[src/rtl/uart_cmd_pkg.sv]
`default_nettype none
// +--------------------------------------------------------------------------+
// | Package     : uart_cmd_pkg                                                |
// | Description : Shared types and constants for the uart_cmd_rx front end.   |
// |               Receiver FSM state encoding, oversampling constants and     |
// |               the failsafe command byte.                                  |
// | Revision    : 1.0  initial release                                        |
// +--------------------------------------------------------------------------+
package uart_cmd_pkg;

  typedef enum logic [2:0] {
    IDLE  = 3'd0,
    START = 3'd1,
    DATA  = 3'd2,
    STOP  = 3'd3,
    BREAK = 3'd4
  } rx_state_t;

  localparam int         OVERSAMPLE    = 16;
  localparam logic [3:0] MID_SAMPLE    = 4'd7;
  // Last oversample tick of a bit period; bit boundaries are taken here.
  localparam logic [3:0] LAST_SAMPLE   = 4'(OVERSAMPLE - 1);
  localparam int         SERVO_SEL_BIT = 7;
  localparam logic [7:0] FAILSAFE_CMD  = 8'h00;

  // A motor command is any byte whose target-select bit is clear.
  function automatic logic is_motor_cmd(input logic [7:0] cmd);
    return ~cmd[SERVO_SEL_BIT];
  endfunction

endpackage
`default_nettype wire

[src/rtl/uart_cmd_rx_if.sv]
`default_nettype none
// +--------------------------------------------------------------------------+
// | Interface   : uart_cmd_rx_if                                              |
// | Description : Serial line in, command byte and status strobes out.        |
// |   rx_serial    1  UART line, idles high (driven by master)               |
// |   control_val  8  last accepted command byte                             |
// |   data_ready   1  one-cycle strobe, control_val is new                    |
// |   frame_err    1  one-cycle strobe, stop bit sampled low                  |
// |   rx_busy      1  receiver FSM not idle                                   |
// |   modport master : host/line side;  modport slave : receiver side        |
// | Revision    : 1.0  initial release                                        |
// +--------------------------------------------------------------------------+
interface uart_cmd_rx_if;
  logic       rx_serial;
  logic [7:0] control_val;
  logic       data_ready;
  logic       frame_err;
  logic       rx_busy;

  modport master (
    output rx_serial,
    input  control_val,
    input  data_ready,
    input  frame_err,
    input  rx_busy
  );

  modport slave (
    input  rx_serial,
    output control_val,
    output data_ready,
    output frame_err,
    output rx_busy
  );
endinterface
`default_nettype wire

[src/rtl/uart_cmd_rx_baud_tick_gen.sv]
`default_nettype none
// +--------------------------------------------------------------------------+
// | Module      : baud_tick_gen                                               |
// | Description : Free-running divider producing one os_tick every DIV clk    |
// |               cycles (16x the line rate). With DIV=1 the tick is high     |
// |               every cycle.                                                |
// |   clk      in   system clock                                             |
// |   clr      in   asynchronous active-low reset, count returns to 0        |
// |   os_tick  out  oversample strobe                                        |
// | Revision    : 1.0  initial release                                        |
// +--------------------------------------------------------------------------+
module baud_tick_gen #(
  parameter int DIV = 1
) (
  input  logic clk,
  input  logic clr,
  output logic os_tick
);

  // A one-bit counter is kept for DIV=1 so the structure is uniform; it
  // simply stays at zero and the terminal compare is always true.
  localparam int            CW   = (DIV > 1) ? $clog2(DIV) : 1;
  localparam logic [CW-1:0] LAST = CW'(DIV - 1);

  logic [CW-1:0] r_cnt;

  always_ff @(posedge clk or negedge clr) begin
    if (!clr) begin
      r_cnt <= '0;
    end else if (r_cnt == LAST) begin
      r_cnt <= '0;
    end else begin
      r_cnt <= r_cnt + CW'(1);
    end
  end

  assign os_tick = (r_cnt == LAST);

endmodule
`default_nettype wire

[src/rtl/uart_cmd_rx.sv]
`default_nettype none
// +--------------------------------------------------------------------------+
// | Module      : uart_cmd_rx                                                 |
// | Description : 8N1 UART command receiver with 16x oversampling. Each good  |
// |               byte is presented on control_val with a one-cycle           |
// |               data_ready strobe; a low stop bit gives one frame_err.      |
// |               control_val[7]: 1 = servo target, 0 = motor target.         |
// |   clk   in   system clock                                                |
// |   clr   in   asynchronous active-low reset                               |
// |   bus   slave modport of uart_cmd_rx_if (rx_serial in; control_val,     |
// |         data_ready, frame_err, rx_busy out)                              |
// | Config      : define UART_FAILSAFE_EN to add the silent-host watchdog,    |
// |               which re-issues FAILSAFE_CMD after TIMEOUT_CYCLES without   |
// |               a motor byte.                                               |
// | Revision    : 1.0  initial release                                        |
// +--------------------------------------------------------------------------+
module uart_cmd_rx
  import uart_cmd_pkg::*;
#(
  parameter int CLK_HZ         = 50_000_000,
  parameter int BAUD           = 115_200,
  parameter int TIMEOUT_CYCLES = 25_000_000
) (
  input  logic              clk,
  input  logic              clr,
  uart_cmd_rx_if.slave      bus
);

  localparam int DIV = CLK_HZ / (BAUD * OVERSAMPLE);

  if (DIV < 1 || TIMEOUT_CYCLES < 2) begin : g_param_check
    $error("uart_cmd_rx: CLK_HZ/(BAUD*16) must be >= 1 and TIMEOUT_CYCLES >= 2");
  end

  // ------------------------------------------------------------------------
  // Line synchroniser; both stages preset to the idle (high) level.
  // ------------------------------------------------------------------------
  logic r_sync1;
  logic r_sync2;
  logic w_rxs;

  always_ff @(posedge clk or negedge clr) begin
    if (!clr) begin
      r_sync1 <= 1'b1;
      r_sync2 <= 1'b1;
    end else begin
      r_sync1 <= bus.rx_serial;
      r_sync2 <= r_sync1;
    end
  end

  assign w_rxs = r_sync2;

  // ------------------------------------------------------------------------
  // Oversample tick
  // ------------------------------------------------------------------------
  logic w_os_tick;

  baud_tick_gen #(
    .DIV (DIV)
  ) u_tick (
    .clk     (clk),
    .clr     (clr),
    .os_tick (w_os_tick)
  );

  // ------------------------------------------------------------------------
  // Receiver FSM
  //   Each state is entered on a bit boundary with os_cnt=0, so MID_SAMPLE
  //   is the bit centre and LAST_SAMPLE the end of the bit. START rejects
  //   glitches at its centre but runs to the end of the start bit before
  //   DATA; DATA likewise finishes bit 7 before STOP. STOP decides at the
  //   stop-bit centre and returns to IDLE there, leaving half a bit of
  //   margin to catch a following start edge with no idle gap.
  // ------------------------------------------------------------------------
  rx_state_t  r_state;
  rx_state_t  w_state_nxt;
  logic [3:0] r_os_cnt;
  logic [3:0] w_os_cnt_nxt;
  logic [2:0] r_bit_cnt;
  logic [2:0] w_bit_cnt_nxt;
  logic [7:0] r_shift;
  logic [7:0] w_shift_nxt;
  logic       w_mid;
  logic       w_end;
  logic       w_byte_ok;
  logic       w_frame_bad;

  assign w_mid = w_os_tick && (r_os_cnt == MID_SAMPLE);
  assign w_end = w_os_tick && (r_os_cnt == LAST_SAMPLE);

  always_ff @(posedge clk or negedge clr) begin
    if (!clr) begin
      r_state   <= IDLE;
      r_os_cnt  <= '0;
      r_bit_cnt <= '0;
      r_shift   <= '0;
    end else begin
      r_state   <= w_state_nxt;
      r_os_cnt  <= w_os_cnt_nxt;
      r_bit_cnt <= w_bit_cnt_nxt;
      r_shift   <= w_shift_nxt;
    end
  end

  always_comb begin
    w_state_nxt   = r_state;
    w_os_cnt_nxt  = r_os_cnt;
    w_bit_cnt_nxt = r_bit_cnt;
    w_shift_nxt   = r_shift;
    w_byte_ok     = 1'b0;
    w_frame_bad   = 1'b0;

    if (w_os_tick) begin
      w_os_cnt_nxt = r_os_cnt + 4'd1;
    end

    case (r_state)
      IDLE: begin
        w_os_cnt_nxt  = '0;
        w_bit_cnt_nxt = '0;
        if (!w_rxs) begin
          w_state_nxt = START;
        end
      end

      START: begin
        if (w_mid && w_rxs) begin
          w_state_nxt  = IDLE;
          w_os_cnt_nxt = '0;
        end else if (w_end) begin
          w_state_nxt   = DATA;
          w_os_cnt_nxt  = '0;
          w_bit_cnt_nxt = '0;
        end
      end

      DATA: begin
        if (w_mid) begin
          w_shift_nxt = {w_rxs, r_shift[7:1]};
        end
        if (w_end) begin
          w_bit_cnt_nxt = r_bit_cnt + 3'd1;
          if (r_bit_cnt == 3'd7) begin
            w_state_nxt  = STOP;
            w_os_cnt_nxt = '0;
          end
        end
      end

      STOP: begin
        if (w_mid) begin
          w_os_cnt_nxt = '0;
          if (w_rxs) begin
            w_byte_ok   = 1'b1;
            w_state_nxt = IDLE;
          end else begin
            w_frame_bad = 1'b1;
            w_state_nxt = BREAK;
          end
        end
      end

      BREAK: begin
        // Wait out a held-low line so it reports only one frame error.
        w_os_cnt_nxt = '0;
        if (w_rxs) begin
          w_state_nxt = IDLE;
        end
      end

      default: begin
        w_state_nxt  = IDLE;
        w_os_cnt_nxt = '0;
      end
    endcase
  end

  // ------------------------------------------------------------------------
  // Optional silent-host watchdog
  // ------------------------------------------------------------------------
  logic w_wd_fire;

`ifdef UART_FAILSAFE_EN
  localparam int              WD_W    = $clog2(TIMEOUT_CYCLES) + 1;
  localparam logic [WD_W-1:0] WD_LAST = WD_W'(TIMEOUT_CYCLES - 1);

  logic [WD_W-1:0] r_wd_cnt;

  assign w_wd_fire = (r_wd_cnt == WD_LAST);

  // Only motor bytes prove the host is alive for the motor; servo traffic
  // alone does not hold off the stop command.
  always_ff @(posedge clk or negedge clr) begin
    if (!clr) begin
      r_wd_cnt <= '0;
    end else if ((w_byte_ok && is_motor_cmd(r_shift)) || w_wd_fire) begin
      r_wd_cnt <= '0;
    end else begin
      r_wd_cnt <= r_wd_cnt + WD_W'(1);
    end
  end
`else
  assign w_wd_fire = 1'b0;
`endif

  // ------------------------------------------------------------------------
  // Output registers. A received byte takes priority over the failsafe.
  // ------------------------------------------------------------------------
  logic [7:0] r_control_val;
  logic       r_data_ready;
  logic       r_frame_err;

  always_ff @(posedge clk or negedge clr) begin
    if (!clr) begin
      r_control_val <= '0;
      r_data_ready  <= 1'b0;
      r_frame_err   <= 1'b0;
    end else begin
      r_data_ready <= 1'b0;
      r_frame_err  <= w_frame_bad;
      if (w_byte_ok) begin
        r_control_val <= r_shift;
        r_data_ready  <= 1'b1;
      end else if (w_wd_fire) begin
        r_control_val <= FAILSAFE_CMD;
        r_data_ready  <= 1'b1;
      end
    end
  end

  assign bus.control_val = r_control_val;
  assign bus.data_ready  = r_data_ready;
  assign bus.frame_err   = r_frame_err;
  assign bus.rx_busy     = (r_state != IDLE);

endmodule
`default_nettype wire
[src/flat_wrapper.sv]
// flat-port wrapper written by rule: the top's interface ports become plain ports
module uart_cmd_rx_flat import uart_cmd_pkg::*;
#(
  parameter int CLK_HZ         = 50_000_000,
  parameter int BAUD           = 115_200,
  parameter int TIMEOUT_CYCLES = 25_000_000
)
  (clk, clr, bus_rx_serial, bus_control_val, bus_data_ready, bus_frame_err, bus_rx_busy);
  uart_cmd_rx_if bus_i ();
  input  logic clk;
  input  logic clr;
  input wire logic [$bits(bus_i.rx_serial)-1:0] bus_rx_serial;
  output wire logic [$bits(bus_i.control_val)-1:0] bus_control_val;
  output wire logic [$bits(bus_i.data_ready)-1:0] bus_data_ready;
  output wire logic [$bits(bus_i.frame_err)-1:0] bus_frame_err;
  output wire logic [$bits(bus_i.rx_busy)-1:0] bus_rx_busy;
  assign bus_i.rx_serial = bus_rx_serial;
  assign bus_control_val = bus_i.control_val;
  assign bus_data_ready = bus_i.data_ready;
  assign bus_frame_err = bus_i.frame_err;
  assign bus_rx_busy = bus_i.rx_busy;
  uart_cmd_rx #(.CLK_HZ(CLK_HZ), .BAUD(BAUD), .TIMEOUT_CYCLES(TIMEOUT_CYCLES)) u_core (.clk(clk), .clr(clr), .bus(bus_i));
endmodule
[config.mk]
export PLATFORM = sky130hd
export DESIGN_NAME = uart_cmd_rx_flat
export DESIGN_NICKNAME = d
export VERILOG_FILES = /design/src/rtl/uart_cmd_pkg.sv /design/src/rtl/uart_cmd_rx_if.sv /design/src/rtl/uart_cmd_rx_baud_tick_gen.sv /design/src/rtl/uart_cmd_rx.sv /design/src/flat_wrapper.sv
export SDC_FILE = /design/constraint.sdc
export NUM_CORES = 1
export LEC_CHECK = 0
export BUFFER_PORTS_ARGS = -buffer_cell sky130_fd_sc_hd__clkbuf_2
export CAP_MARGIN = 40
export CORE_MARGIN = 2
export CORE_UTILIZATION = 60
export CTS_BUF_LIST = sky130_fd_sc_hd__clkbuf_4 sky130_fd_sc_hd__clkbuf_8
export DETAILED_ROUTE_END_ITERATION = 6
export PLACE_DENSITY = 0.91
export SYNTH_ARGS = -nofsm -noshare
export SYNTH_HDL_FRONTEND = slang
export SYNTH_SLANG_ARGS = --single-unit
[constraint.sdc]
create_clock -name clk -period 2.1 [get_ports clk]
set_input_delay 0.42 -clock clk [delete_from_list [all_inputs] [get_ports clk]]
set_output_delay 0.42 -clock clk [all_outputs]
set_load 0.1 [all_outputs]
==> load_flow_metrics.sql, run 1 <==
INSERT INTO impl_metrics (metric_group, metric, value, unit) VALUES
('sta', 'final_period_minus_worst_setup_slack', '1.98', 'ns'),
('synthesis', 'synth_edf_count', '0', ''),
('synthesis', 'ys_warn_count', '0', ''),
('pwr', 'pwr_density_cell', '682', 'nW/um^2'),
('sta', 'fin_hold_ws', '0.146', 'ns'),
('synthesis', 'most_used_flip_flop_cell_after_synthesis', 'sky130_fd_sc_hd__dfrtp_1', ''),
('layout', 'final_cells', '176', ''),
('sta', 'transition_time_at_the_pin_with_the_least_slew_margin', '0.843', 'ns'),
('layout', 'most_common_cell_after_layout_fill_and_taps_aside', 'sky130_fd_sc_hd__dfrtp_1', ''),
('detailed_routing', 'vias_per_cell', '5.94', ''),
('detailed_routing', 'detail_route.drc_violations', '0', ''),
('layout', 'layout.area.seq', '878', 'sq um'),
('grt', 'global_route.usage.total', '0.211', ''),
('hold_path', 'hold_class', 'in2reg', ''),
('sta', 'drv_slew', '0', ''),
('layout', 'nFillCells', '177', ''),
('setup_path', 'critical_path_class', 'reg2out', ''),
('setup_path', 'arrival', '1.56', 'ns'),
('clock_network', 'max-clock-path-buffers', '2', ''),
('pwr', 'vdd_drop_max', '0.000640', 'V'),
('setup_path', 'crit_required', '1.68', 'ns'),
('sta', 'setup_viol', '0', ''),
('layout', 'most-common-layout-cells', '33 x sky130_fd_sc_hd__dfrtp_1, 16 x sky130_fd_sc_hd__mux2_2, 12 x sky130_fd_sc_hd__clkbuf_2', ''),
('grt', 'grt.met1_usage', '0.263', ''),
('grt', 'busiest_layer', 'met2', ''),
('synthesis', 'ys_types', '39', ''),
('run', 'drv_cap', '0', ''),
('detailed_routing', 'ant_nets', '0', ''),
('sta', 'setup_repair_after_global_routing_missed_its_margin', 'no', ''),
('die', 'die_h', '55.5', 'um'),
('synthesis', 'synth-seq-cells', '35', ''),
('synthesis', 'async_reset_ff_frac', '1.00', ''),
('detailed_routing', 'drtPass1Iterations', '4', ''),
('clock_network', 'post_cts_resized', '0', ''),
('run_status', 'outcome', 'completed', ''),
('sta', 'timing.clock.skew', '0.0120', 'ns'),
('setup_path', 'worst_r2r_path_depth', '6', ''),
('setup_path', 'critical_path.max_fanout', '11', ''),
('placed_design', 'hpwl', '2020', 'um'),
('detailed_routing', 'detail_route.wl_per_cell', '16.2', 'um'),
('setup_path', 'critical_path.max_stage_delay', '0.52', 'ns'),
('sta', 'final_min_period_over_clock_period', '0.942', ''),
('placed_design', 'dpl.cell_count', '168', ''),
('layout', 'final_area', '1760', 'sq um'),
('placed_design', 'globalplace.congestion', '0.782', ''),
('sta', 'finalHoldViolCount', '0', ''),
('die', 'ioPinCount', '14', ''),
('grt', 'grt.overflow.total', '0', ''),
('clock_network', 'clock_sink_count', '35', ''),
('grt', 'grt_first_pass_wirelength', '4930', 'um'),
('hold_path', 'number_of_cells_on_the_worst_hold_path', '1', ''),
('clock_network', 'hold_buffers', '0', ''),
('pwr', 'p_leak', '0.000862', 'uW'),
('synthesis', 'post_synth.cell_area_avg', '12.4', 'sq um'),
('layout', 'layout.nets', '153', ''),
('placed_design', 'place.port_buffers', '13', ''),
('clock_network', 'worst_skew_pair_latency', '0.34', 'ns'),
('sta', 'slew-limit-headroom', '0.438', ''),
('synthesis', 'syn_area', '1590', 'sq um'),
('clock_network', 'buffer_type_at_the_clock_tree_root', 'sky130_fd_sc_hd__clkbuf_4', ''),
('synthesis', 'postSynthNetCount', '136', ''),
('die', 'fp.dieArea', '3080', 'sq um'),
('sta', 'tns', '0', 'ns'),
('grt', 'number_of_global_route_vias_before_repair', '1046', ''),
('setup_path', 'critical_path.cell_chain', 'or3_1 > buf_2', ''),
('grt', 'pin_count_of_the_biggest_net_entering_global_routing', '36', ''),
('layout', 'multi_input_comb_area', '673', 'sq um'),
('die', 'die_width', '55.5', 'um'),
('synthesis', 'synth-seq-area-share', '0.551', ''),
('clock_network', 'cts_made_buffers', '5', ''),
('grt', 'grt_antenna_before_repair', '0', '');
[cells by family (layout without fill, tap and decap cells)]
group / count (synthesis) / in the layout / share of synthesized area
AND/OR/NAND/NOR: 47 / 47 / 0.181
flip-flops: 35 / 35 / 0.551
multiplexers: 18 / 18 / 0.126
AO/OA/AOI/OAI: 11 / 11 / 0.0487
buffers and inverters: 7 / 25 / 0.0259
adder cells (fa/ha/maj): 5 / 5 / 0.0393
XOR/XNOR: 5 / 5 / 0.0275
[worst paths after layout]
kind                       slack, ns                         to                    from
setup reg to reg                0.17          u_core.r_shift[6]  u_core.u_tick.r_cnt[0]
setup / recovery                0.12                bus_rx_busy       u_core.r_state[0]
max in group asynchronous       1.41          u_core.r_state[1]                     clr
hold reg to reg                 0.36             u_core.r_sync2          u_core.r_sync1
hold / removal                  0.15             u_core.r_sync1           bus_rx_serial
min in group asynchronous       0.16  u_core.bus.control_val[2]                     clr
[sequential cells by signal, summed over array words and instances, names as in the netlist]
name	count
u_core.r_bit_cnt	3
u_core.r_os_cnt	4
u_core.bus.frame_err	1
u_core.r_state	3
u_core.bus.data_ready	1
u_core.r_shift	8
u_core.u_tick.r_cnt	5
u_core.r_sync1	1
u_core.r_sync2	1
u_core.bus.control_val	8
[routing by layer]
layer  vias to the layer above  routed length (um)
met2                        39                1420
met3                         8                 157
met1                       513                1210
met5                         -                   0
met4                         0                  62
li1                        486                   -
[critical path: cells and delay by family, from the launching register on]
kind / cells / cell delay [ns]
flip-flops: 1 / 0.52
buffers and inverters: 1 / 0.30
AND/OR/NAND/NOR: 1 / 0.40
[Yosys cell counts (3+ instances only)]
cell                       count  area (sq um)
sky130_fd_sc_hd__o21ai_0       3          15.0
sky130_fd_sc_hd__clkbuf_1      3          11.3
sky130_fd_sc_hd__dfrtp_1      33           826
sky130_fd_sc_hd__nor2_1       11          41.3
sky130_fd_sc_hd__ha_1          5          62.6
sky130_fd_sc_hd__xnor2_1       3          26.3
sky130_fd_sc_hd__mux2_2       16           180
sky130_fd_sc_hd__nand2_1      11          41.3
sky130_fd_sc_hd__nand3_1       3          15.0
[through the flow]
step | worst slack, ns | util
detailed placement | 0.177 | 0.671
CTS | 0.0356 | 0.704
global route | 0.0475 | 0.704
global placement | 0.268 | 0.671
finish | 0.121 | 0.704
floorplan | 0.289 | -
[area by class of cell]
class | instances | area share
Multi-Input combinational cell | 86 | 0.383
Clock buffer | 7 | 0.0299
Clock inverter | 1 | 0.0171
Sequential cell | 35 | 0.499
Timing Repair Buffer | 15 | 0.0455
Tap cell | 30 | 0.0213
Inverter | 2 | 0.00427
[power breakdown]
part           internal, uW  switching (uW)  total (uW)
combinational          2.06            13.0        15.0
clock                   278             226         505
sequential              677            2.11         679
total                   958             242        1200
No activity file was read; power rests on OpenSTA's default activity.
==> inputs of run 2 (changes only) <==
--- a/config.mk
+++ b/config.mk
@@ -7,8 +7,10 @@
 export LEC_CHECK = 0
 export BUFFER_PORTS_ARGS = -buffer_cell sky130_fd_sc_hd__clkbuf_2
 export CAP_MARGIN = 40
+export CELL_PAD_IN_SITES_DETAIL_PLACEMENT = 0
+export CELL_PAD_IN_SITES_GLOBAL_PLACEMENT = 1
 export CORE_MARGIN = 2
-export CORE_UTILIZATION = 60
+export CORE_UTILIZATION = 49
 export CTS_BUF_LIST = sky130_fd_sc_hd__clkbuf_4 sky130_fd_sc_hd__clkbuf_8
 export DETAILED_ROUTE_END_ITERATION = 6
 export PLACE_DENSITY = 0.91
==> load_flow_metrics.sql, run 2 (same netlist as run 1, synthesis figures left out) <==
INSERT INTO impl_metrics (metric_group, metric, value, unit) VALUES
('detailed_routing', 'drt-total-wl', '2640', 'um'),
('layout', 'antenna-diode-count', '0', ''),
('hold_path', 'hold_class', 'in2reg', ''),
('die', 'die_h', '61.0', 'um'),
('detailed_routing', 'vias', '1002', ''),
('setup_path', 'critical_path.max_fanout', '11', ''),
('hold_path', 'number_of_cells_on_the_worst_hold_path', '1', ''),
('layout', 'layout.nets', '155', ''),
('layout', 'finalCoreUtilization', '0.581', ''),
('die', 'fp.dieArea', '3720', 'sq um'),
('placed_design', 'placedInstanceArea', '1720', 'sq um'),
('layout', 'most_common_cell_after_layout_fill_and_taps_aside', 'sky130_fd_sc_hd__dfrtp_1', ''),
('sta', 'timing.clock.skew', '0.0142', 'ns'),
('die', 'floorplan.initialDensity', '0.517', ''),
('setup_path', 'worst_setup_path_start', 'u_core.r_state[0]', ''),
('clock_network', 'worst_skew_pair_latency', '0.34', 'ns'),
('clock_network', 'clock_sink_count', '35', ''),
('detailed_routing', 'detail_route.drc_violations', '0', ''),
('die', 'row_count', '20', ''),
('sta', 'slew-limit-headroom', '0.630', ''),
('placed_design', 'globalplace.congestion', '0.781', ''),
('sta', 'drv_slew', '0', ''),
('setup_path', 'worst_r2r_path_depth', '6', ''),
('layout', 'final_layout_size_suffix_gt1_frac', '0.331', ''),
('sta', 'final_min_period_over_clock_period', '0.936', ''),
('sta', 'fin_hold_ws', '0.153', 'ns'),
('placed_design', 'dpl.cell_count', '183', ''),
('detailed_routing', 'vias_per_cell', '5.22', ''),
('sta', 'final_period_minus_worst_setup_slack', '1.97', 'ns'),
('layout', 'final_area', '1790', 'sq um'),
('hold_path', 'min-delay-start', 'bus_rx_serial', ''),
('die', 'die_width', '61.0', 'um'),
('sta', 'fmax', '509', 'MHz'),
('grt', 'pin_count_of_the_biggest_net_entering_global_routing', '22', ''),
('run_status', 'outcome', 'completed', ''),
('placed_design', 'hpwl', '1920', 'um'),
('detailed_routing', 'ant_nets', '0', ''),
('sta', 'transition_time_at_the_pin_with_the_least_slew_margin', '0.550', 'ns'),
('grt', 'grt_antenna_before_repair', '0', ''),
('setup_path', 'arrival', '1.55', 'ns'),
('layout', 'final_cells', '192', ''),
('sta', 'setup_repair_after_global_routing_missed_its_margin', 'no', ''),
('setup_path', 'critical_path.reg2reg.startpoint', 'u_core.u_tick.r_cnt[0]', ''),
('die', 'ioPinCount', '14', ''),
('run', 'drv_cap', '0', ''),
('setup_path', 'cp-start-kind', 'flip-flop', ''),
('layout', 'area_growth_syn_to_layout', '12.3', '%'),
('detailed_routing', 'dr.first_iter.drc_count', '63', ''),
('clock_network', 'h-tree-depth', '2', ''),
('clock_network', 'cts_made_buffers', '5', ''),
('grt', 'grt_first_pass_wirelength', '4460', 'um'),
('setup_path', 'crit_path_end_kind', 'output pin', ''),
('detailed_routing', 'detail_route.wl_per_cell', '13.8', 'um'),
('clock_network', 'buffer_type_at_the_clock_tree_root', 'sky130_fd_sc_hd__clkbuf_4', ''),
('detailed_routing', 'drtPass1Iterations', '4', ''),
('sta', 'setup_viol', '0', ''),
('setup_path', 'crit_required', '1.68', 'ns'),
('grt', 'grt.overflow.total', '0', ''),
('grt', 'number_of_global_route_vias_before_repair', '975', ''),
('sta', 'finalHoldViolCount', '0', ''),
('sta', 'tns', '0', 'ns'),
('grt', 'global_route.usage.total', '0.169', ''),
('pwr', 'pwr_density_cell', '595', 'nW/um^2'),
('layout', 'most-common-layout-cells', '33 x sky130_fd_sc_hd__dfrtp_1, 16 x sky130_fd_sc_hd__mux2_2, 12 x sky130_fd_sc_hd__clkbuf_2', ''),
('placed_design', 'place.port_buffers', '13', ''),
('clock_network', 'post_cts.repair.setup_buffers', '0', ''),
('pwr', 'p_leak', '0.000864', 'uW'),
('die', 'placeableCoreArea', '3080', 'sq um'),
('clock_network', 'tritoncts_clock_tree', 'built', ''),
('pwr', 'vdd_drop_max', '0.000349', 'V'),
('clock_network', 'register_clock_pin_slew_on_the_reported_worst_setup_and_hold_paths', '0.11', 'ns'),
('setup_path', 'critical_path_class', 'reg2out', ''),
('clock_network', 'max-clock-path-buffers', '2', '');
run 2: changes by cell type in the layout (fill, tap and decap cells not counted), sizes merged:
| cell | before | now |
|---|---|---|
| dlygate4sd3 | 0 | 1 |
| bufinv | 1 | 0 |
| clkinvlp | 0 | 1 |
| clkbuf | 19 | 18 |
| buf | 3 | 4 |
| clkinv | 0 | 1 |
run 2: repair_timing:
item	CTS	global route
gates resized for setup	0	1
hold endpoints to repair	3	0
hold buffers	1	0
endpoints found under the setup margin	0	1
run 2: path summary, 6_finish.rpt:
kind	slack, ns	end
max reg2reg	0.22	u_core.r_shift[2]
min in group asynchronous	0.53	u_core.r_state[1]
max	0.13	bus_rx_busy
min	0.15	u_core.r_sync1
min reg2reg	0.36	u_core.r_sync2
max in group asynchronous	1.05	u_core.r_sync2
run 2: per-stage QoR:
| step | setup slack (ns) | power [uW] |
|---|---|---|
| after floorplan | 0.289 | 693 |
| after global placement | 0.270 | 708 |
| after detailed placement | 0.216 | 715 |
| after CTS | 0.0325 | 1080 |
| after global routing | 0.0533 | 1110 |
| final | 0.134 | 1060 |
run 2: cell type report:
| class | instances | area (sq um) |
|---|---|---|
| clock inverters | 2 | 12.5 |
| repair buffers | 17 | 118 |
| fillers | 284 | 1290 |
| clock buffers | 6 | 45.0 |
| well taps | 44 | 55.1 |
| multi-input cells | 86 | 673 |
| flip-flops and latches | 35 | 878 |
| inverters | 2 | 7.51 |
run 2: worst max-delay path, stage by stage, from the launching register on:
cell	delay, ns
sky130_fd_sc_hd__dfrtp_1	0.52
sky130_fd_sc_hd__or3_1	0.39
sky130_fd_sc_hd__buf_2	0.30
run 2: per-layer routing:
| metal | wire length [um] | part of all wire | vias up | global-route usage |
|---|---|---|---|---|
| li1 | - | - | 490 | - |
| met1 | 1200 | 0.45 | 495 | 0.215 |
| met2 | 1310 | 0.49 | 12 | 0.260 |
| met3 | 81 | 0.031 | 5 | 0.0567 |
| met4 | 59 | 0.022 | 0 | 0.0839 |
| met5 | 0 | 0 | - | 0 |
run 2: power by group:
part           internal, uW  switching (uW)  leakage, uW  total (uW)
clock                   142             221    0.0000317         363
combinational          8.46            14.5     0.000375        22.9
sequential              677            2.02     0.000457         679
total                   828             237     0.000864        1060
==> inputs of run 3 (changes only) <==
--- a/config.mk
+++ b/config.mk
@@ -10,10 +10,10 @@
 export CELL_PAD_IN_SITES_DETAIL_PLACEMENT = 0
 export CELL_PAD_IN_SITES_GLOBAL_PLACEMENT = 1
 export CORE_MARGIN = 2
-export CORE_UTILIZATION = 49
+export CORE_UTILIZATION = 48
 export CTS_BUF_LIST = sky130_fd_sc_hd__clkbuf_4 sky130_fd_sc_hd__clkbuf_8
 export DETAILED_ROUTE_END_ITERATION = 6
-export PLACE_DENSITY = 0.91
+export PLACE_DENSITY = 0.9
 export SYNTH_ARGS = -nofsm -noshare
 export SYNTH_HDL_FRONTEND = slang
 export SYNTH_SLANG_ARGS = --single-unit
==> load_flow_metrics.sql, run 3 (same netlist as run 1, synthesis figures left out) <==
INSERT INTO impl_metrics (metric_group, metric, value, unit) VALUES
('grt', 'grt_antenna_before_repair', '0', ''),
('placed_design', 'placedInstanceArea', '1710', 'sq um'),
('sta', 'transition_time_at_the_pin_with_the_least_slew_margin', '0.544', 'ns'),
('sta', 'final_period_minus_worst_setup_slack', '1.96', 'ns'),
('layout', 'multi_input_comb_area', '673', 'sq um'),
('pwr', 'vdd_drop_max', '0.000411', 'V'),
('layout', 'layout.area.seq', '878', 'sq um'),
('sta', 'fmax', '509', 'MHz'),
('clock_network', 'post_cts.repair.setup_buffers', '0', ''),
('sta', 'setup_repair_after_global_routing_missed_its_margin', 'no', ''),
('detailed_routing', 'dr.first_iter.drc_count', '56', ''),
('sta', 'timing.clock.skew', '0.00931', 'ns'),
('layout', 'nFillCells', '280', ''),
('layout', 'antenna-diode-count', '0', ''),
('pwr', 'p_switching', '228', 'uW'),
('clock_network', 'clock_sink_count', '35', ''),
('placed_design', 'place.port_buffers', '13', ''),
('layout', 'final_cells', '192', ''),
('layout', 'area_growth_syn_to_layout', '12.5', '%'),
('grt', 'global_route.usage.total', '0.162', ''),
('run_status', 'outcome', 'completed', ''),
('pwr', 'power.share.sequential', '0.572', ''),
('detailed_routing', 'vias', '1013', ''),
('grt', 'pin_count_of_the_biggest_net_entering_global_routing', '19', ''),
('detailed_routing', 'detail_route.drc_violations', '0', ''),
('sta', 'drv_slew', '0', ''),
('sta', 'final_min_period_over_clock_period', '0.935', ''),
('placed_design', 'pre_cts_ws', '0.186', 'ns'),
('sta', 'finalHoldViolCount', '0', ''),
('layout', 'layout.nets', '155', ''),
('die', 'fp.dieArea', '3800', 'sq um'),
('detailed_routing', 'ant_nets', '0', ''),
('detailed_routing', 'drtPass1Iterations', '5', ''),
('layout', 'final_area', '1790', 'sq um'),
('sta', 'slew-limit-headroom', '0.639', ''),
('clock_network', 'register_clock_pin_slew_on_the_reported_worst_setup_and_hold_paths', '0.10', 'ns'),
('setup_path', 'critical_path_class', 'reg2out', ''),
('sta', 'tns', '0', 'ns'),
('die', 'die_h', '61.6', 'um'),
('sta', 'setup_viol', '0', ''),
('pwr', 'pwr_density_cell', '662', 'nW/um^2'),
('detailed_routing', 'vias_per_cell', '5.28', ''),
('setup_path', 'critical_path.max_fanout', '11', ''),
('die', 'ioPinCount', '14', ''),
('placed_design', 'hpwl', '1860', 'um'),
('pwr', 'power.switching_fraction', '0.192', ''),
('setup_path', 'crit_path_end_kind', 'output pin', ''),
('clock_network', 'cts_made_buffers', '5', ''),
('setup_path', 'crit_required', '1.68', 'ns'),
('run', 'drv_cap', '0', ''),
('clock_network', 'h-tree-depth', '2', ''),
('clock_network', 'max-clock-path-buffers', '2', ''),
('placed_design', 'globalplace.congestion', '0.833', ''),
('die', 'row_count', '20', ''),
('hold_path', 'hold_class', 'in2async', ''),
('placed_design', 'dpl.cell_count', '184', ''),
('layout', 'final_layout_size_suffix_gt1_frac', '0.338', ''),
('grt', 'grt.overflow.total', '0', ''),
('clock_network', 'buffer_type_at_the_clock_tree_root', 'sky130_fd_sc_hd__clkbuf_4', ''),
('clock_network', 'worst_skew_pair_latency', '0.34', 'ns'),
('grt', 'number_of_global_route_vias_before_repair', '989', ''),
('die', 'floorplan.initialDensity', '0.513', ''),
('die', 'die_width', '61.6', 'um'),
('layout', 'most_common_cell_after_layout_fill_and_taps_aside', 'sky130_fd_sc_hd__dfrtp_1', ''),
('pwr', 'cellInternalPower', '959', 'uW'),
('detailed_routing', 'drt-total-wl', '2550', 'um'),
('clock_network', 'tritoncts_clock_tree', 'built', ''),
('pwr', 'p_leak', '0.000872', 'uW'),
('detailed_routing', 'detail_route.wl_per_cell', '13.3', 'um'),
('setup_path', 'cp-start-kind', 'flip-flop', ''),
('grt', 'grt_first_pass_wirelength', '4340', 'um'),
('pwr', 'combPwrFrac', '0.014', ''),
('setup_path', 'arrival', '1.54', 'ns'),
('layout', 'finalCoreUtilization', '0.577', ''),
('die', 'placeableCoreArea', '3100', 'sq um'),
('sta', 'postLayoutSetupSlackWorst', '0.137', 'ns'),
('layout', 'most-common-layout-cells', '33 x sky130_fd_sc_hd__dfrtp_1, 16 x sky130_fd_sc_hd__mux2_2, 12 x sky130_fd_sc_hd__clkbuf_2', ''),
('pwr', 'clkPwrFrac', '0.414', '');
-- run 3: changes by cell type in the layout (fill, tap and decap cells not counted) --
cell                            previous run  this run
sky130_fd_sc_hd__buf_16                    1         0
sky130_fd_sc_hd__buf_4                     2         4
sky130_fd_sc_hd__bufinv_16                 0         1
sky130_fd_sc_hd__clkbuf_4                  6         7
sky130_fd_sc_hd__clkinv_2                  1         0
sky130_fd_sc_hd__clkinvlp_4                1         0
sky130_fd_sc_hd__dlygate4sd3_1             1         0
-- run 3: through the flow --
| step | hold WS [ns] | total power (uW) |
|---|---|---|
| 6_report | 0.00564 | 1190 |
| 5_1_grt | 0.0170 | 1240 |
| 3_3_place_gp | 0.347 | 709 |
| 2_1_floorplan | 0.124 | 693 |
| 3_5_place_dp | 0.349 | 710 |
| 4_1_cts | 0.0174 | 1200 |
-- run 3: layer usage --
layer	vias up	share of wire	GRT usage
li1	486	-	-
met1	499	0.47	0.201
met2	22	0.48	0.253
met3	6	0.042	0.0630
met4	0	0.016	0.0669
met5	-	0	0
-- run 3: path summary, 6_finish.rpt --
| check | start | to | slack (ns) | cells after the start |
|---|---|---|---|---|
| setup / recovery | u_core.r_state[0] | bus_rx_busy | 0.14 | 2 |
| max in group asynchronous | clr | u_core.r_sync2 | 1.44 | 2 |
| min in group clk | bus_rx_serial | u_core.r_sync1 | 0.16 | 1 |
| hold reg to reg | u_core.r_sync1 | u_core.r_sync2 | 0.36 | 0 |
| hold / removal | clr | u_core.bus.control_val[7] | 0.006 | 1 |
| setup reg to reg | u_core.u_tick.r_cnt[0] | u_core.r_shift[7] | 0.21 | 6 |
-- run 3: area by class of cell --
cell class | instances | area share
timing repair buffer | 17 | 0.0531
sequential | 35 | 0.490
tap | 44 | 0.0307
clock buffer | 7 | 0.0293
multi-input combinational | 86 | 0.376
inverter | 2 | 0.00419
clock inverter | 1 | 0.0168
-- run 3: power groups by stage --
stage          Sequential (uW)  Clock (uW)  Combinational, uW
2_1_floorplan              692           0               1.18
3_3_place_gp               692           0               17.2
3_5_place_dp               692           0               17.8
4_1_cts                    679         501               17.9
5_1_grt                    680         537               20.3
6_report                   679         491               16.4
-- run 3: repair_timing --
action                                  CTS  global route
hold buffers                              0             0
endpoints found under the setup margin    0             1
gates resized for setup                   0             1
-- run 3: critical path, cell delays in order, from the launching register on --
cell                      delay (ns)
sky130_fd_sc_hd__dfrtp_1        0.53
sky130_fd_sc_hd__or3_1          0.38
sky130_fd_sc_hd__buf_2          0.29
